--- src/rtl/panel_frame_loader.sv ---
// Raster RGB565 pixel loader for a two-bank, double-buffered panel RAM.
// Splits each frame into top/bottom banks and swaps pages only on scan completion.
module panel_frame_loader #(
  parameter int COL_BITS = 6,
  parameter int ROW_BITS = 6
) (
  input  logic                         i_clk,
  input  logic                         i_reset,
  input  logic [15:0]                  i_pixel_data,
  input  logic                         i_pixel_valid,
  input  logic                         i_pixel_sof,
  output logic                         o_pixel_ready,
  output logic [COL_BITS+ROW_BITS-2:0] o_ram_wr_addr,
  output logic [15:0]                  o_ram_wr_data,
  output logic                         o_ram_b1_we,
  output logic                         o_ram_b2_we,
  output logic                         o_wr_page,
  output logic                         o_disp_page,
  input  logic                         i_scan_done,
  output logic                         o_frame_ready,
  output logic                         o_sync_err
);
  localparam int IDX_W  = COL_BITS + ROW_BITS;
  localparam int ADDR_W = IDX_W - 1;

  typedef enum logic [1:0] {IDLE, LOAD, WAIT_SWAP} state_t;

  state_t           state;
  logic [IDX_W-1:0] pix_idx;
  logic [IDX_W-1:0] wr_idx;
  logic             xfer;
  logic             wr_hit;

  // Ready depends only on state (and reset), never on valid.
  assign o_pixel_ready = !i_reset && (state != WAIT_SWAP);
  assign xfer          = i_pixel_valid && o_pixel_ready;
  assign wr_hit        = xfer && (i_pixel_sof || state == LOAD);
  assign wr_idx        = i_pixel_sof ? '0 : pix_idx;
  assign o_wr_page     = ~o_disp_page;

  always_ff @(posedge i_clk) begin
    if (i_reset) begin
      state         <= IDLE;
      pix_idx       <= '0;
      o_disp_page   <= 1'b0;
      o_ram_b1_we   <= 1'b0;
      o_ram_b2_we   <= 1'b0;
      o_ram_wr_addr <= '0;
      o_ram_wr_data <= '0;
      o_frame_ready <= 1'b0;
      o_sync_err    <= 1'b0;
    end else begin
      o_ram_b1_we <= 1'b0;
      o_ram_b2_we <= 1'b0;
      // Index MSB picks the half-panel bank; the rest is the bank-local address.
      if (wr_hit) begin
        o_ram_wr_addr <= wr_idx[ADDR_W-1:0];
        o_ram_wr_data <= i_pixel_data;
        o_ram_b1_we   <= !wr_idx[IDX_W-1];
        o_ram_b2_we   <= wr_idx[IDX_W-1];
        pix_idx       <= wr_idx + IDX_W'(1);
      end
      case (state)
        IDLE: if (wr_hit) state <= LOAD;
        LOAD: begin
          if (xfer) begin
            if (i_pixel_sof) begin
              o_sync_err <= 1'b1;
            end else if (&pix_idx) begin
              state         <= WAIT_SWAP;
              o_frame_ready <= 1'b1;
            end
          end
        end
        WAIT_SWAP: begin
          if (i_scan_done) begin
            o_disp_page   <= ~o_disp_page;
            o_frame_ready <= 1'b0;
            state         <= IDLE;
          end
        end
        default: state <= IDLE;
      endcase
    end
  end
endmodule

--- config.mk ---
export PLATFORM = sky130hd
export DESIGN_NAME = panel_frame_loader
export DESIGN_NICKNAME = d
export VERILOG_FILES = /design/src/rtl/panel_frame_loader.sv
export SDC_FILE = /design/constraint.sdc
export NUM_CORES = 1
export LEC_CHECK = 0
export ABC_AREA = 1
export CAP_MARGIN = 20
export CORE_AREA = 2 2 69 71
export DETAILED_ROUTE_END_ITERATION = 16
export DIE_AREA = 0 0 71 73
export PLACE_DENSITY = 0.77
export SYNTH_ARGS = -nofsm -noshare
export SYNTH_HDL_FRONTEND = slang
export SYNTH_SLANG_ARGS = --single-unit
--- constraint.sdc ---
create_clock -name i_clk -period 2.05 [get_ports i_clk]
set_input_delay 0.41 -clock i_clk [delete_from_list [all_inputs] [get_ports i_clk]]
set_output_delay 0.41 -clock i_clk [all_outputs]
set_load 0.005 [all_outputs]
Word-level counts from Yosys, hierarchy flattened

Index checks and enable logic that the tools add are counted.

Flip-flop bits (word level): 46
Input bits: 21
Output and inout bits: 34
Logic and storage cells: 46

Add/sub/neg operators: 1
Equality and inequality tests: 8
Mux-type cells: 12
Bitwise logic cells: 2
Reductions and logical operators: 14

Operators by type and width:

| kind                  | number |
|---|---|
| $add 12x1->12 const B | 1 |
| $mux 12               | 1 |
| $reduce_and 12->1     | 1 |
| $mux 2                | 5 |
| $ne 2x2->1 const B    | 5 |
| $reduce_and 5->1      | 2 |
| $pmux 2 s3            | 1 |
| $mux 1                | 4 |
| $logic_and 1x1->1     | 3 |
| $reduce_and 3->1      | 1 |
| $eq 2x1->1 const B    | 1 |
| $eq 2x2->1 const B    | 1 |
| $logic_not 1->1       | 2 |
| $logic_not 2->1       | 1 |
| $ne 2x1->1 const B    | 1 |
| $not 1->1             | 2 |
| $pmux 1 s2            | 1 |
| $reduce_and 2->1      | 1 |
| $reduce_bool 2->1     | 1 |
| $reduce_or 2->1       | 1 |
| $logic_or 1x1->1      | 1 |

Longest topological paths before layout

Gate-level depths: netlist of the first run.

Depth after elaboration: 6
Depth in mapped cells: 12
Depth with buffers taken out: 10

Least setup slack after synthesis of the first run

No wires, ideal clock.

Path kind: in2reg
From: input i_pixel_sof
To: register pix_idx[10]
Setup time: 0.064 ns
Arrival time: 1.663 ns
Data required time: 1.986 ns
Path slack: 0.323 ns
Cell stages on the path: 12
Path buffers: 2
Cell sequence: buf_6 -> inv_6 -> buf_12 -> nand2_1 -> inv_1 -> ha_1 -> nand4_1 -> nor3_4 -> nand2_1 -> nor2_1 -> nor2_1 -> nor2_1

Cells in the longest elaborated chain, start to end: 2
Elaborated cells on any way between the ends: 4
Those cells by class: 1 x add/sub; 1 x mux; 2 x reduce/logical

RTL lines:

| what                 | RTL line | source |
|---|---|---|
| from (decl)          | 11       | `input logic i_pixel_sof,` |
| $mux 12              | 38       | `assign wr_idx = i_pixel_sof ? '0 : pix_idx;` |
| named net wr_idx[0]  | 30       | `logic [IDX_W-1:0] wr_idx;` |
| $add 12x1->12        | 61       | `pix_idx <= wr_idx + IDX_W'(1);` |
| to (signal assigned) | 61       |  |
| to (decl)            | 29       | `logic [IDX_W-1:0] pix_idx;` |

The timed path passes the listed nets, and every way through them passes these cells.
A chain may end at the register's enable or synchronous reset.

Worst setup path in the final report of the first run

From: register state[1]
To: output o_pixel_ready

Cells in the longest elaborated chain, start to end: 2

RTL lines:

| what                   | RTL line | source |
|---|---|---|
| from (decl)            | 28       | `state_t state;` |
| from (signal assigned) | 43       | `state <= IDLE;` |
| from (signal assigned) | 64       | `IDLE: if (wr_hit) state <= LOAD;` |
| from (signal assigned) | 70       | `state <= WAIT_SWAP;` |
| $ne 2x2->1             | 35       | `assign o_pixel_ready = !i_reset && (state != WAIT_SWAP);` |
| $logic_and 1x1->1      | 35       |  |
| to (decl)              | 12       | `output logic o_pixel_ready,` |

No other way between the ends.

==> key figures, run 1 <==
Status
  – Status: completed

Synthesis
  – Cell with the most instances after synthesis: nor2_1
  – Most frequent cells after synthesis: nor2_1 (66), dfxtp_1 (46), nand2_1 (42)
  – Distinct cell type count after synthesis: 32
  – Syn_nets: 296
  – Seq/Total Area, Yosys: 45.18%
  – Syn Inst Count: 274
  – XOR/XNOR Fraction of Synth Area: 1.289%
  – Ys async rst share: 0%
  – Mux share of post-synthesis cell area: 0%
  – Synth Area in Adders: 0.6139%
  – Yosys reg bits: 46
  – Top area cells in the synthesized netlist: dfxtp_1 (45%), nor2_1 (12%), nand2_1 (7.7%)
  – Post-synth EDFFs: 0
  – Post-synth top area cell: dfxtp_1
  – Mean Syn Cell Area: 7.439 sq um
  – Synth Area in Compound Gates: 13.32%
  – Simple-gate area share of the yosys netlist: 31.00%
  – Mapped cell area: 0.002038 sq mm
  – Largest family of logic cells by synthesized area: simple AND/OR/NAND/NOR gates
  – Post-synth top flop: dfxtp_1
  – Warnings from Yosys: 0
  – Area share of the largest cell type after synthesis: 45.18%

Critical path
  – Max FO, Critical Path: 4
  – Cells on worst reg2reg path: 10
  – CP Data Required Time: 1.64 ns
  – Critical path type: register to output port
  – CP Cell Sequence: inv_2 -> nor2_2 -> nor2_4 -> clkdlybuf4s50_1
  – CP Data Arrival Time: 1.46 ns
  – Max incr delay on CP: 0.45 ns
  – Endpoint class of the critical path: output port
  – RR Endpoint: pix_idx[0]
  – CP max stage cell: clkdlybuf4s50_1
  – R2r setup slk: 0.54 ns
  – Startpoint types: register
  – RR Startpoint: state[1]

Global route
  – First-pass GRT wire length: 8010 um
  – Initial antenna violation count: 0
  – Grt total ovfl: 0
  – Vias in the first global route: 1,773
  – All-Layer GR Usage: 19.48%
  – Largest net degree at the start of global routing: 32

Clocking
  – Root Driver: clkbuf_8
  – Worst-path clk slew: 0.08 ns
  – Latest clock arrival within the worst-skew pair: 0.30 ns
  – TritonCTS buffer count: 5
  – Post_cts resized: 0
  – Clock Path Buffers: 2
  – CTS tree: done
  – CTS hold repair buffers: 0
  – Clock sink total: 46
  – H-tree depth: 2
  – Post-CTS Setup Bufs: 0

Cells and area
  – Synthesis-to-layout area growth: 40.82%
  – FILL cells: 428
  – Diodes inserted: 0
  – Post-layout instance area: 0.002870 sq mm
  – Fraction of layout cells with a size suffix above 1: 13.33%
  – Non-filler instance count after layout: 399
  – Nets@finish: 366
  – Post-route core utilization: 63.28%
  – Multi-input logic area: 942.2 sq um
  – Storage cell area: 920.9 sq um

Drt
  – Final ANT Viol Nets: 0
  – WL per Instance: 11.92 um
  – Vias per cell: 4.942
  – Remaining DRCs: 0
  – DR iter-0 viols: 118
  – Pre-Repair DR Iteration Count: 4
  – Total wire length: 4758 um
  – Routed via count: 1,972

Pwr
  – Internal: 1371 uW
  – Pwr Total: 1830 uW
  – Pwr dens: 637.5 mW/mm^2
  – Net Switching: 459.3 uW
  – Clk pwr share: 31.6%
  – Peak VDD IR: 388.3 uV
  – Combinational cell fraction of total power: 16.1%
  – LEAKAGE: 0.001125 uW
  – Sequential cell fraction of total power: 52.3%
  – Sw frac: 25.10%

Run
  – Max Cap Viol: 0

Floorplanning
  – Chip Width: 71 um
  – Die area: 0.005183 sq mm
  – Core box area: 0.004536 sq mm
  – Placement row count: 25
  – Die Ht: 73 um
  – I/O pin count: 55
  – Initial Util: 44.94%

STA
  – Fmax: 0.5338 GHz
  – RSZ-0062 raised after global routing: false
  – Worst Skew: 0.003407 ns
  – Crit share post-route: 91.39%
  – Max-slew headroom: 75.93%
  – Worst Max-Slew Pin Slew: 0.3605 ns
  – Setup violations, final: 0
  – Max Slew Vio Count: 0
  – Final Critical Period: 1.874 ns
  – Endpoints failing hold: 0

Min path
  – Worst Hold Path EP: o_ram_wr_addr[5]
  – Hold Crit Class: register to register
  – Worst Hold Launch: o_ram_wr_addr[5]
  – WHS Path Cells: 2

Placed design
  – I/O Buffers: 54
  – Placer Congestion: 0.9259
  – Placed cells: 391
  – Dpl hpwl: 3529 um
  – Placed inst area: 0.002770 sq mm
## final cells by class
| cell class | instances | area share [%] |
|---|---|---|
| Tap cell | 54 | 2.354 |
| Timing Repair Buffer | 76 | 26.50 |
| Clock buffer | 6 | 2.877 |
| Clock inverter | 2 | 0.4359 |
| Sequential cell | 46 | 32.08 |
| Inverter | 21 | 2.921 |
| Multi-Input combinational cell | 194 | 32.82 |
## cells in the final DEF, fill, tap and decap left out
master           instances
inv_2                    3
clkinvlp_4               1
dlymetal6s2s_1           2
nand2_1                 42
o21bai_1                 1
nor2_4                   2
a211oi_2                 1
dfxtp_1                 46
o21ai_0                 25
ha_1                     1
nor3_4                   1
a21boi_1                 1
xnor2_1                  2
nand3_2                  1
clkdlybuf4s50_1         52
nor2_1                  66
nand2_2                  1
nand4_1                  3
clkinv_2                 1
nand4_2                  1
buf_4                   18
clkbuf_8                 6
o21ai_1                  5
nand3_4                  2
nor3_1                   4
nand3_1                 13
a21oi_1                 17
xor2_1                   1
o21ai_2                  1
nor2_2                   2
inv_6                    1
buf_12                   4
nor3b_1                  1
inv_1                   17
## worst max path at each step
stage	startpoint	endpoint	slack [ns]
after floorplan	i_pixel_sof	pix_idx[10]	0.32
after global placement	i_pixel_sof	pix_idx[10]	-0.09
after detailed placement	i_pixel_sof	pix_idx[10]	-0.15
after CTS	i_reset	o_pixel_ready	0.03
after global routing	state[1]	o_pixel_ready	0.07
final	state[1]	o_pixel_ready	0.18
## critical path: cells and delay by family, from the launching register on
| kind | cells | cell delay, ns |
|---|---|---|
| flops | 1 | 0.42 |
| simple gates | 2 | 0.23 |
| buf+inv | 2 | 0.51 |
## sequential cells by signal, summed over array words and instances, names as in the netlist
signal,cells
o_ram_wr_data,16
pix_idx,12
o_ram_wr_addr,11
o_disp_page,1
o_frame_ready,1
o_sync_err,1
state,2
o_ram_b1_we,1
o_ram_b2_we,1
## power groups by stage
stage               logic [uW]  registers [uW]  clock network (uW)
global route               327             963                 628
detailed placement         298             978                   0
floorplan                  134             980                   0
CTS                        299             958                 598
global placement           294             978                   0
finish                     295             957                 577
## metrics by stage
step                      setup slack, ns  hold WS, ns  TNS [ns]
final                              0.1765       0.4659         0
after global routing              0.06950       0.4877         0
after CTS                         0.02837       0.4694         0
after detailed placement          -0.1507       0.4563    -1.871
after global placement           -0.08584       0.4551   -0.8052
after floorplan                    0.3233       0.4417         0
## cells by family after synthesis
logic type      after synthesis
buf+inv                      34
simple gates                139
xor+xnor                      3
compound gates               51
flops                        46
fa+ha+maj                     1
## metal layers
layer  vias up  wire (um)  part of all wire, %  GRT usage [%]
met4         0         65                  1.4          5.870
li1       1018          -                    -              -
met3         6        289                  6.1          5.110
met2        65       2284                   48          33.85
met5         -          0                    0              0
met1       883       2119                   45          23.76
Note: power is estimated with default switching activity, not from simulation.
==> run 2: changes to the inputs <==
--- a/config.mk
+++ b/config.mk
@@ -8,9 +8,10 @@
 export ABC_AREA = 1
 export CAP_MARGIN = 20
 export CORE_AREA = 2 2 69 71
+export CTS_CLUSTER_DIAMETER = 60
 export DETAILED_ROUTE_END_ITERATION = 16
 export DIE_AREA = 0 0 71 73
-export PLACE_DENSITY = 0.77
+export PLACE_DENSITY = 0.74
 export SYNTH_ARGS = -nofsm -noshare
 export SYNTH_HDL_FRONTEND = slang
 export SYNTH_SLANG_ARGS = --single-unit
==> key figures, run 2 (synthesis gave the netlist of run 1 again) <==
Status
  – Status: completed

STA
  – RSZ-0062 raised after global routing: false
  – Worst Max-Slew Pin Slew: 0.3302 ns
  – Max-slew headroom: 77.75%
  – Endpoints failing hold: 0
  – Max Slew Vio Count: 0
  – Setup violations, final: 0
  – Crit share post-route: 94.86%
  – Fmax: 0.5142 GHz
  – Worst Skew: 0.004237 ns
  – Final Critical Period: 1.945 ns

Critical path
  – Max FO, Critical Path: 3
  – R2r setup slk: 0.48 ns
  – Endpoint class of the critical path: output port
  – Startpoint types: primary input
  – RR Startpoint: state[1]
  – CP Data Required Time: 1.64 ns
  – RR Endpoint: o_ram_wr_addr[1]
  – Cells on worst reg2reg path: 10
  – Setup crit start: i_reset
  – Critical path type: primary input to output port
  – CP Data Arrival Time: 1.53 ns

Clocking
  – H-tree depth: 2
  – Post_cts resized: 0
  – Root Driver: clkbuf_8
  – CTS tree: done
  – CTS hold repair buffers: 0
  – Post-CTS Setup Bufs: 0
  – Latest clock arrival within the worst-skew pair: 0.30 ns
  – TritonCTS buffer count: 5
  – Clock Path Buffers: 2
  – Worst-path clk slew: 0.08 ns
  – Clock sink total: 46

Placed design
  – Placer Congestion: 0.8608
  – Placed inst area: 0.002725 sq mm
  – I/O Buffers: 54
  – Dpl hpwl: 3445 um

Cells and area
  – Diodes inserted: 0
  – Top Registers: o_ram_wr_data (16), pix_idx (12), o_ram_wr_addr (11)
  – Commonest cells after routing, fill and taps aside: nor2_1 (66), clkdlybuf4s50_1 (54), dfxtp_1 (46), nand2_1 (42), o21ai_0 (25)
  – Largest Register: o_ram_wr_data
  – Most common cell after layout, fill and taps aside: nor2_1
  – Fraction of layout cells with a size suffix above 1: 12.79%
  – Synthesis-to-layout area growth: 37.94%
  – Post-layout instance area: 0.002811 sq mm
  – Nets@finish: 365
  – Max FFs per register: 16

Drt
  – Pre-Repair DR Iteration Count: 4
  – DR iter-0 viols: 98
  – Final ANT Viol Nets: 0
  – Vias per cell: 4.852
  – Remaining DRCs: 0
  – WL per Instance: 11.94 um
  – Total wire length: 4751 um
  – Routed via count: 1,931

Global route
  – Initial antenna violation count: 0
  – Largest net degree at the start of global routing: 32
  – First-pass GRT wire length: 8217 um
  – All-Layer GR Usage: 20.13%
  – Vias in the first global route: 1,775
  – Grt total ovfl: 0

Pwr
  – Pwr dens: 636.8 mW/mm^2
  – LEAKAGE: 0.001088 uW
  – Peak VDD IR: 465.6 uV
  – Pwr Total: 1790 uW

Floorplanning
  – Placement row count: 25
  – Die area: 0.005183 sq mm
  – Core box area: 0.004536 sq mm
  – Initial Util: 44.94%
  – Chip Width: 71 um
  – I/O pin count: 55
  – Die Ht: 73 um

Min path
  – Worst Hold Launch: o_ram_wr_addr[0]
  – Worst Hold Path EP: o_ram_wr_addr[0]
  – WHS Path Cells: 2
  – Hold Crit Class: register to register

Run
  – Max Cap Viol: 0
-- run 2: critical path: stages --
cell and delay, ns:
clkdlybuf4s50_1 0.48, nor2_4 0.14, clkdlybuf4s50_1 0.51
-- run 2: per-stage QoR --
step,hold WS [ns],worst slack (ns),utilization (%),TNS [ns],cells
6_report,0.4771,0.1053,61.99,0,398
5_1_grt,0.5088,0.03014,61.99,0,398
4_1_cts,0.4793,0.08967,61.99,0,398
3_5_place_dp,0.4659,-0.08270,60.08,-0.6682,390
3_3_place_gp,0.4577,-0.05338,60.08,-0.2611,390
2_1_floorplan,0.4417,0.3233,-,0,274
-- run 2: final cells by class --
| class | count | area (sq um) |
|---|---|---|
| clock buffers | 6 | 72.57 |
| well taps | 54 | 67.56 |
| fillers | 424 | 1724 |
| inverters | 21 | 83.83 |
| repair buffers | 75 | 710.7 |
| flip-flops and latches | 46 | 920.9 |
| multi-input cells | 194 | 942.2 |
| clock inverters | 2 | 13.76 |
-- run 2: where the power goes --
part           total [uW]  switching, uW  internal [uW]
Combinational         286            131            155
Sequential            958           22.6            935
Clock                 547            306            241
-- run 2: how the worst max path moves through the flow --
stage                               end  slack [ns]  depth (start not counted)
after CTS                 o_pixel_ready        0.09                          3
after floorplan             pix_idx[10]        0.32                         12
after global routing        pix_idx[10]        0.03                          9
final                     o_pixel_ready        0.11                          3
after global placement      pix_idx[10]       -0.05                         11
after detailed placement    pix_idx[10]       -0.08                         11
-- run 2: metal layers --
layer	up-vias	track usage, %	share of wire (%)
met4	0	8.805	1.8
met1	846	25.32	46
met3	8	4.558	5.0
met2	51	33.23	47
met5	-	0	0
li1	1026	-	-
==> run 3: changes to the inputs <==
--- a/config.mk
+++ b/config.mk
@@ -7,11 +7,13 @@
 export LEC_CHECK = 0
 export ABC_AREA = 1
 export CAP_MARGIN = 20
-export CORE_AREA = 2 2 69 71
+export CORE_AREA = 2 2 62 64
 export CTS_CLUSTER_DIAMETER = 60
 export DETAILED_ROUTE_END_ITERATION = 16
-export DIE_AREA = 0 0 71 73
-export PLACE_DENSITY = 0.74
+export DIE_AREA = 0 0 64 66
+export DONT_BUFFER_PORTS = 1
+export MAX_ROUTING_LAYER = met4
+export PLACE_DENSITY = 0.7
 export SYNTH_ARGS = -nofsm -noshare
 export SYNTH_HDL_FRONTEND = slang
 export SYNTH_SLANG_ARGS = --single-unit
==> key figures, run 3 (synthesis gave the netlist of run 1 again) <==
Min path
  – WHS Path Cells: 1
  – Hold Crit Class: primary input to register

STA
  – Crit share post-route: 81.61%
  – WHS: 0.09201 ns
  – RSZ-0062 raised after global routing: false
  – Setup TNS: 0 ns
  – Endpoints failing hold: 0
  – Worst Max-Slew Pin Slew: 0.5739 ns
  – Final Critical Period: 1.673 ns
  – Max-slew headroom: 61.65%
  – Setup violations, final: 0
  – Fmax: 0.5978 GHz
  – Worst Skew: 0.008448 ns
  – Max Slew Vio Count: 0

Global route
  – First-pass GRT wire length: 7320 um
  – Initial antenna violation count: 0
  – All-Layer GR Usage: 22.82%
  – Vias in the first global route: 1,731
  – Grt total ovfl: 0
  – Largest net degree at the start of global routing: 32

Critical path
  – Endpoint class of the critical path: register
  – CP Data Required Time: 2.36 ns
  – CP Data Arrival Time: 1.98 ns
  – Startpoint types: register
  – Cells on worst reg2reg path: 8
  – Max FO, Critical Path: 25
  – Critical path type: register to register

Clocking
  – Latest clock arrival within the worst-skew pair: 0.36 ns
  – Worst-path clk slew: 0.13 ns
  – Post_cts resized: 0
  – TritonCTS buffer count: 5
  – Root Driver: clkbuf_4
  – Post-CTS Setup Bufs: 0
  – H-tree depth: 2
  – CTS hold repair buffers: 0
  – Clock Path Buffers: 2
  – Clock sink total: 46
  – CTS tree: done

Drt
  – Vias per cell: 5.259
  – Final ANT Viol Nets: 0
  – Remaining DRCs: 0
  – Total wire length: 4111 um
  – Metal3 WL: 293 um
  – Routed via count: 1,688
  – Uppermost layer routed: met4
  – DR WL met2: 1857 um
  – DR iter-0 viols: 114
  – Pre-Repair DR Iteration Count: 4
  – WL per Instance: 12.81 um
  – M1 WL: 1878 um

Cells and area
  – Commonest cells after routing, fill and taps aside: nor2_1 (66), dfxtp_1 (46), nand2_1 (42), o21ai_0 (25)
  – Fraction of layout cells with a size suffix above 1: 9.890%
  – Top Registers: o_ram_wr_data (16), pix_idx (12), o_ram_wr_addr (11)
  – Diodes inserted: 0
  – Max FFs per register: 16
  – Synthesis-to-layout area growth: 3.806%
  – Most common cell after layout, fill and taps aside: nor2_1
  – Nets@finish: 294
  – Largest Register: o_ram_wr_data

Floorplanning
  – Initial Util: 57.40%
  – Die area: 0.004224 sq mm
  – Core box area: 0.003551 sq mm
  – Chip Width: 64 um
  – I/O pin count: 55
  – Die Ht: 66 um
  – Placement row count: 22

Placed design
  – Dpl hpwl: 2870 um
  – I/O Buffers: 0
  – Placer Congestion: 0.8891

Pwr
  – Peak VDD IR: 377.8 uV
  – Pwr dens: 782.2 mW/mm^2
  – LEAKAGE: 0.0008001 uW

Status
  – Status: completed

Run
  – Max Cap Viol: 0
==> run 3: changes by cell type in the layout (fill, tap and decap cells not counted), sizes merged <==
cell | previous run | this run
clkdlybuf4s50 | 54 | 0
buf | 21 | 4
clkinv | 2 | 0
bufinv | 0 | 1
clkinvlp | 0 | 1
==> run 3: critical path: stages, from the launching register on <==
cell and delay [ns]:
dfxtp_1 0.37, inv_2 0.07, nor2_2 0.06, nor2_4 0.13, nand3_2 0.38, buf_4 0.34, o21bai_1 0.14, nand2_1 0.06
nor2_1 0.07
==> run 3: power breakdown <==
part           leakage (uW)  total (uW)  internal (uW)  switching (uW)
logic              0.000387         143           49.2            93.3
clock network     0.0000385         545            257             288
registers          0.000375         967            936            30.4
total              0.000800        1650           1240             412
==> run 3: final timing paths <==
path | endpoint | slack (ns) | startpoint
setup reg to reg | pix_idx[11] | 0.38 | state[1]
setup / recovery | pix_idx[11] | 0.38 | state[1]
hold reg to reg | pix_idx[1] | 0.49 | pix_idx[1]
hold / removal | o_ram_wr_addr[0] | 0.09 | i_reset
==> run 3: cell type report <==
class | instances | area (sq um)
clock inverters | 2 | 37.54
inverters | 21 | 83.83
multi-input cells | 194 | 942.2
well taps | 48 | 60.06
clock buffers | 6 | 41.29
repair buffers | 4 | 30.03
fillers | 349 | 1435
flip-flops and latches | 46 | 920.9
==> run 3: routing by layer <==
layer	GRT usage, %	up-vias
met5	-	-
met4	10.33	0
met3	6.814	9
met2	37.50	48
met1	25.72	753
li1	-	878
==> run 3: stage by stage <==
stage               cells  utilization [%]  power, uW  worst slack (ns)  area [sq um]
floorplan             274                -       1114            0.3233          2038
global placement      313            57.36       1128            0.4008          2037
detailed placement    313            57.36       1131            0.3468          2037
CTS                   321            59.58       1669            0.3499          2116
global route          321            59.58       1734           0.09765          2116
finish                321            59.58       1655            0.3771          2116
==> variant 1, RTL diff (flow settings as in run 2) <==
The 3 states of `state_t` get a one-hot encoding in 3 bits.
--- a/src/rtl/panel_frame_loader.sv
+++ b/src/rtl/panel_frame_loader.sv
@@ -24,5 +24,5 @@
   localparam int ADDR_W = IDX_W - 1;
 
-  typedef enum logic [1:0] {IDLE, LOAD, WAIT_SWAP} state_t;
+  typedef enum logic [2:0] {IDLE = 3'b001, LOAD = 3'b010, WAIT_SWAP = 3'b100} state_t;
 
   state_t           state;
Check against the original RTL: no difference found for any inputs over 10 cycles, from zero or initial values and one cycle with i_reset high; not proved beyond that.
==> variant 1 against run 2 <==
Synthesized area up 3.1%. Clock power up 3%. Routed wire length down 2.0%. Synthesized cell count up 2.2%. Global-route usage down 0.98 points. Critical path depth unchanged. Final area about the same. Power up 19%. Non-clock buffer count down 9. First-iteration DRC count up 16%. Sequential cell count up 1. Setup slack worse by 0.0058 ns. Critical endpoint unchanged. Largest cell class unchanged.
==> variant 1: results (changes against run 2) <==
Hold path
  – Hold path endpoint: o_frame_ready (was o_ram_wr_addr[0])
  – HP Start: o_frame_ready (was o_ram_wr_addr[0])

Critical path
  – CP Max Fanout: 5 (was 3)
  – Slack of the worst reg-to-reg path: 0.50 ns (was 0.48 ns)
  – Worst R2R Path Depth: 6 (was 10)
  – R2r endpoint: o_ram_wr_data[6] (was o_ram_wr_addr[1])

Pwr
  – Sw Share: 30.50% (was 25.66%)
  – Leakage power: 1.090 nW (was 1.088 nW)
  – Reg power frac: 49.7% (was 53.5%)
  – Maximum vdd drop: 0.4614 mV (was 0.4656 mV)
  – Comb pwr share: 23.8% (was 16.0%)

Logic synthesis
  – Mapped Avg Cell Area: 7.503 µm² (was 7.439 µm²)
  – Synth cell count leaders: nor2_1, dfxtp_1, nand2_1, o21ai_0 (unchanged)
  – Post-Synth Adder-Cell Area: 0.5956% (was 0.6139%)
  – Post-synthesis sequential area ratio: 44.79% (was 45.18%)
  – Post-Syn Nets: 302 (was 296)
  – Compound-cell area share of the yosys netlist: 14.89% (was 13.32%)

Place
  – Post-DP HPWL: 3.426 mm (was 3.445 mm)

Global routing
  – Vias in the first global route: 1786 (was 1775)
  – Largest net degree at the start of global routing: 31 (was 32)
  – First-pass GRT wire length: 7.893 mm (was 8.217 mm)

Routing
  – Via count: 1942 (was 1931)
  – WL met2: 2.244 mm (was 2.231 mm)
  – First DRT Iteration DRCs: 114 (was 98)

Final layout
  – Clock network contribution to total cell area: 3.246% (was 3.071%)
  – FF+latch area: 940.9 µm² (was 920.9 µm²)
  – Layout cells sized above 1: 12.65% (was 12.79%)
  – Fillcell total: 429 (was 424)
  – FFs & Latches: 47 (was 46)
  – Non-Clock Buffer Count: 66 (was 75)
  – Non-clock buffer share: 22.85% (was 25.28%)
  – Nets: 361 (was 365)
  – Fraction of area in multi-input gates: 35.04% (was 33.51%)

Timing
  – Clock skew: 0.007565 ns (was 0.004237 ns)

Outcome
  – Status: finished, final reports clean (unchanged)
[variant 1: changes by cell type in the layout (fill, tap and decap cells not counted), sizes merged, moves of 2 or more]
cell	before	now
a211oi	1	4
a21oi	17	21
buf	21	12
inv	21	23
nand3	16	12
nor3	5	2
xor2	1	4
[variant 1: stage by stage]
stage | hold WS [ns] | setup WS, ns | TNS [ns] | total power [mW] | instance area, µm²
6_report | 0.4743 | 0.09952 | 0 | 2.132 | 2814
5_1_grt | 0.4896 | 0.01715 | 0 | 2.259 | 2814
4_1_cts | 0.4766 | 0.09876 | 0 | 2.153 | 2814
3_5_place_dp | 0.4632 | -0.01767 | -0.01767 | 1.591 | 2723
3_3_place_gp | 0.4589 | 0.03162 | 0 | 1.583 | 2723
2_1_floorplan | 0.4466 | 0.4059 | 0 | 1.382 | 2101
[variant 1: metal layers]
metal,track usage [%],up-vias
li1,-,1015
met1,24.03,874
met2,33.13,51
met3,4.282,2
met4,5.660,0
met5,0,-
==> variant 2, RTL diff (settings of run 2) <==
Made on the original files. Change the parameter `ROW_BITS` from 6 to 4.
--- a/src/rtl/panel_frame_loader.sv
+++ b/src/rtl/panel_frame_loader.sv
@@ -3,5 +3,5 @@
 module panel_frame_loader #(
   parameter int COL_BITS = 6,
-  parameter int ROW_BITS = 6
+  parameter int ROW_BITS = 4
 ) (
   input  logic                         i_clk,
Interface: changed (resized o_ram_wr_addr); port bits go from 55 to 53. The function was not compared with the original's and may differ.
==> variant 2 against run 2 <==
Power rose by 1.7%. Register-to-register slack better by 0.13 ns. Final area down 8.5%. Synthesized area decreased by 9.6%. First-iteration DRC count grew 4.1%. Sequential share of layout area down 0.086 points. Sequential cell count down 4. Routed wire length is 12% lower. Largest cell class is now flip-flops and latches. Setup slack improved by 0.019 ns.
==> variant 2: results (changes against run 2) <==
Timing
  – Slew @ Worst Pin: 0.2698 ns (was 0.3302 ns)

Global routing
  – Total Routing Usage GR: 17.28% (was 20.13%)
  – Global-route track usage on met3: 6.630% (was 4.558%)
  – M1 GR Usage: 20.51% (was 25.32%)
  – Largest net degree at the start of global routing: 31 (was 32)
  – First-pass GRT wire length: 7.100 mm (was 8.217 mm)
  – Vias in the first global route: 1647 (was 1775)
  – Grt met2 use: 28.87% (was 33.23%)

Final layout
  – Biggest regs: o_ram_wr_data (16), pix_idx (10), o_ram_wr_addr (9) (was o_ram_wr_data (16), pix_idx (12), o_ram_wr_addr (11))
  – Layout cells sized above 1: 10.65% (was 12.79%)
  – Fillcell total: 425 (was 424)

Logic synthesis
  – Top post-synthesis cells by area: dfxtp_1, nor2_1, nand2_1 (unchanged)
  – Unique masters post-synth: 26 (was 32)
  – Post-Syn Nets: 272 (was 296)
  – Post-synthesis sequential area ratio: 45.65% (was 45.18%)
  – Mapped Avg Cell Area: 7.367 µm² (was 7.439 µm²)

Place
  – Routability cong.: 0.9335 (was 0.8608)
  – Post-DP HPWL: 2.982 mm (was 3.445 mm)
  – Post-Place Setup Slack: 0.05842 ns (was -0.08270 ns)
  – Port bufs: 52 (was 54)
  – Placed cell areas: 2461 µm² (was 2725 µm²)

Pwr
  – Leakage power: 1.053 nW (was 1.088 nW)

Routing
  – First DRT Iteration DRCs: 102 (was 98)
  – Vias per inst: 4.865 (was 4.852)
  – Via count: 1771 (was 1931)
  – Routed Wire Length: 4.198 mm (was 4.751 mm)

Outcome
  – Status: finished, final reports clean (unchanged)
-- variant 2: final cells by class --
class | instances | area, µm² | area share [%]
flip-flops and latches | 42 | 840.8 | 32.67
multi-input cells | 178 | 833.3 | 32.38
repair buffers | 65 | 655.6 | 25.47
clock buffers | 5 | 68.82 | 2.674
well taps | 54 | 67.56 | 2.625
inverters | 17 | 63.81 | 2.479
clock inverters | 3 | 43.79 | 1.702
-- variant 2: layer usage --
layer / vias to the layer above / part of all wire [%]
met3: 6 / 6.1
met1: 806 / 45
met2: 46 / 47
met4: 0 / 1.4
met5: - / 0
li1: 913 / -
-- variant 2: critical path, cell delays in order --
cell	delay (ns)
clkdlybuf4s50_1	0.46
a21oi_2	0.14
clkdlybuf4s50_1	0.51
-- variant 2: logic make-up after synthesis --
kind of cell / after synthesis / synth area share [%]
DFF: 42 / 45.65
adders and majority gates: 1 / 0.6792
buffers and inverters: 30 / 9.103
AOI/OAI and AO/OA: 49 / 13.99
xor gates and xnor gates: 4 / 1.903
and+or+nand+nor: 124 / 28.67
-- variant 2: final timing paths --
check,start,to,slack [ns],cells after the start
max,i_reset,o_pixel_ready,0.12,3
min,o_ram_wr_addr[1],o_ram_wr_addr[1],0.46,2
max reg2reg,state[0],o_ram_wr_addr[2],0.61,7
min reg2reg,o_ram_wr_addr[1],o_ram_wr_addr[1],0.46,2
-- variant 2: report_power, final --
part / switching (mW) / internal (mW) / total [mW]
Combinational: 0.122 / 0.151 / 0.272
Sequential: 0.0254 / 0.858 / 0.883
Clock: 0.299 / 0.365 / 0.664
Total: 0.446 / 1.37 / 1.82
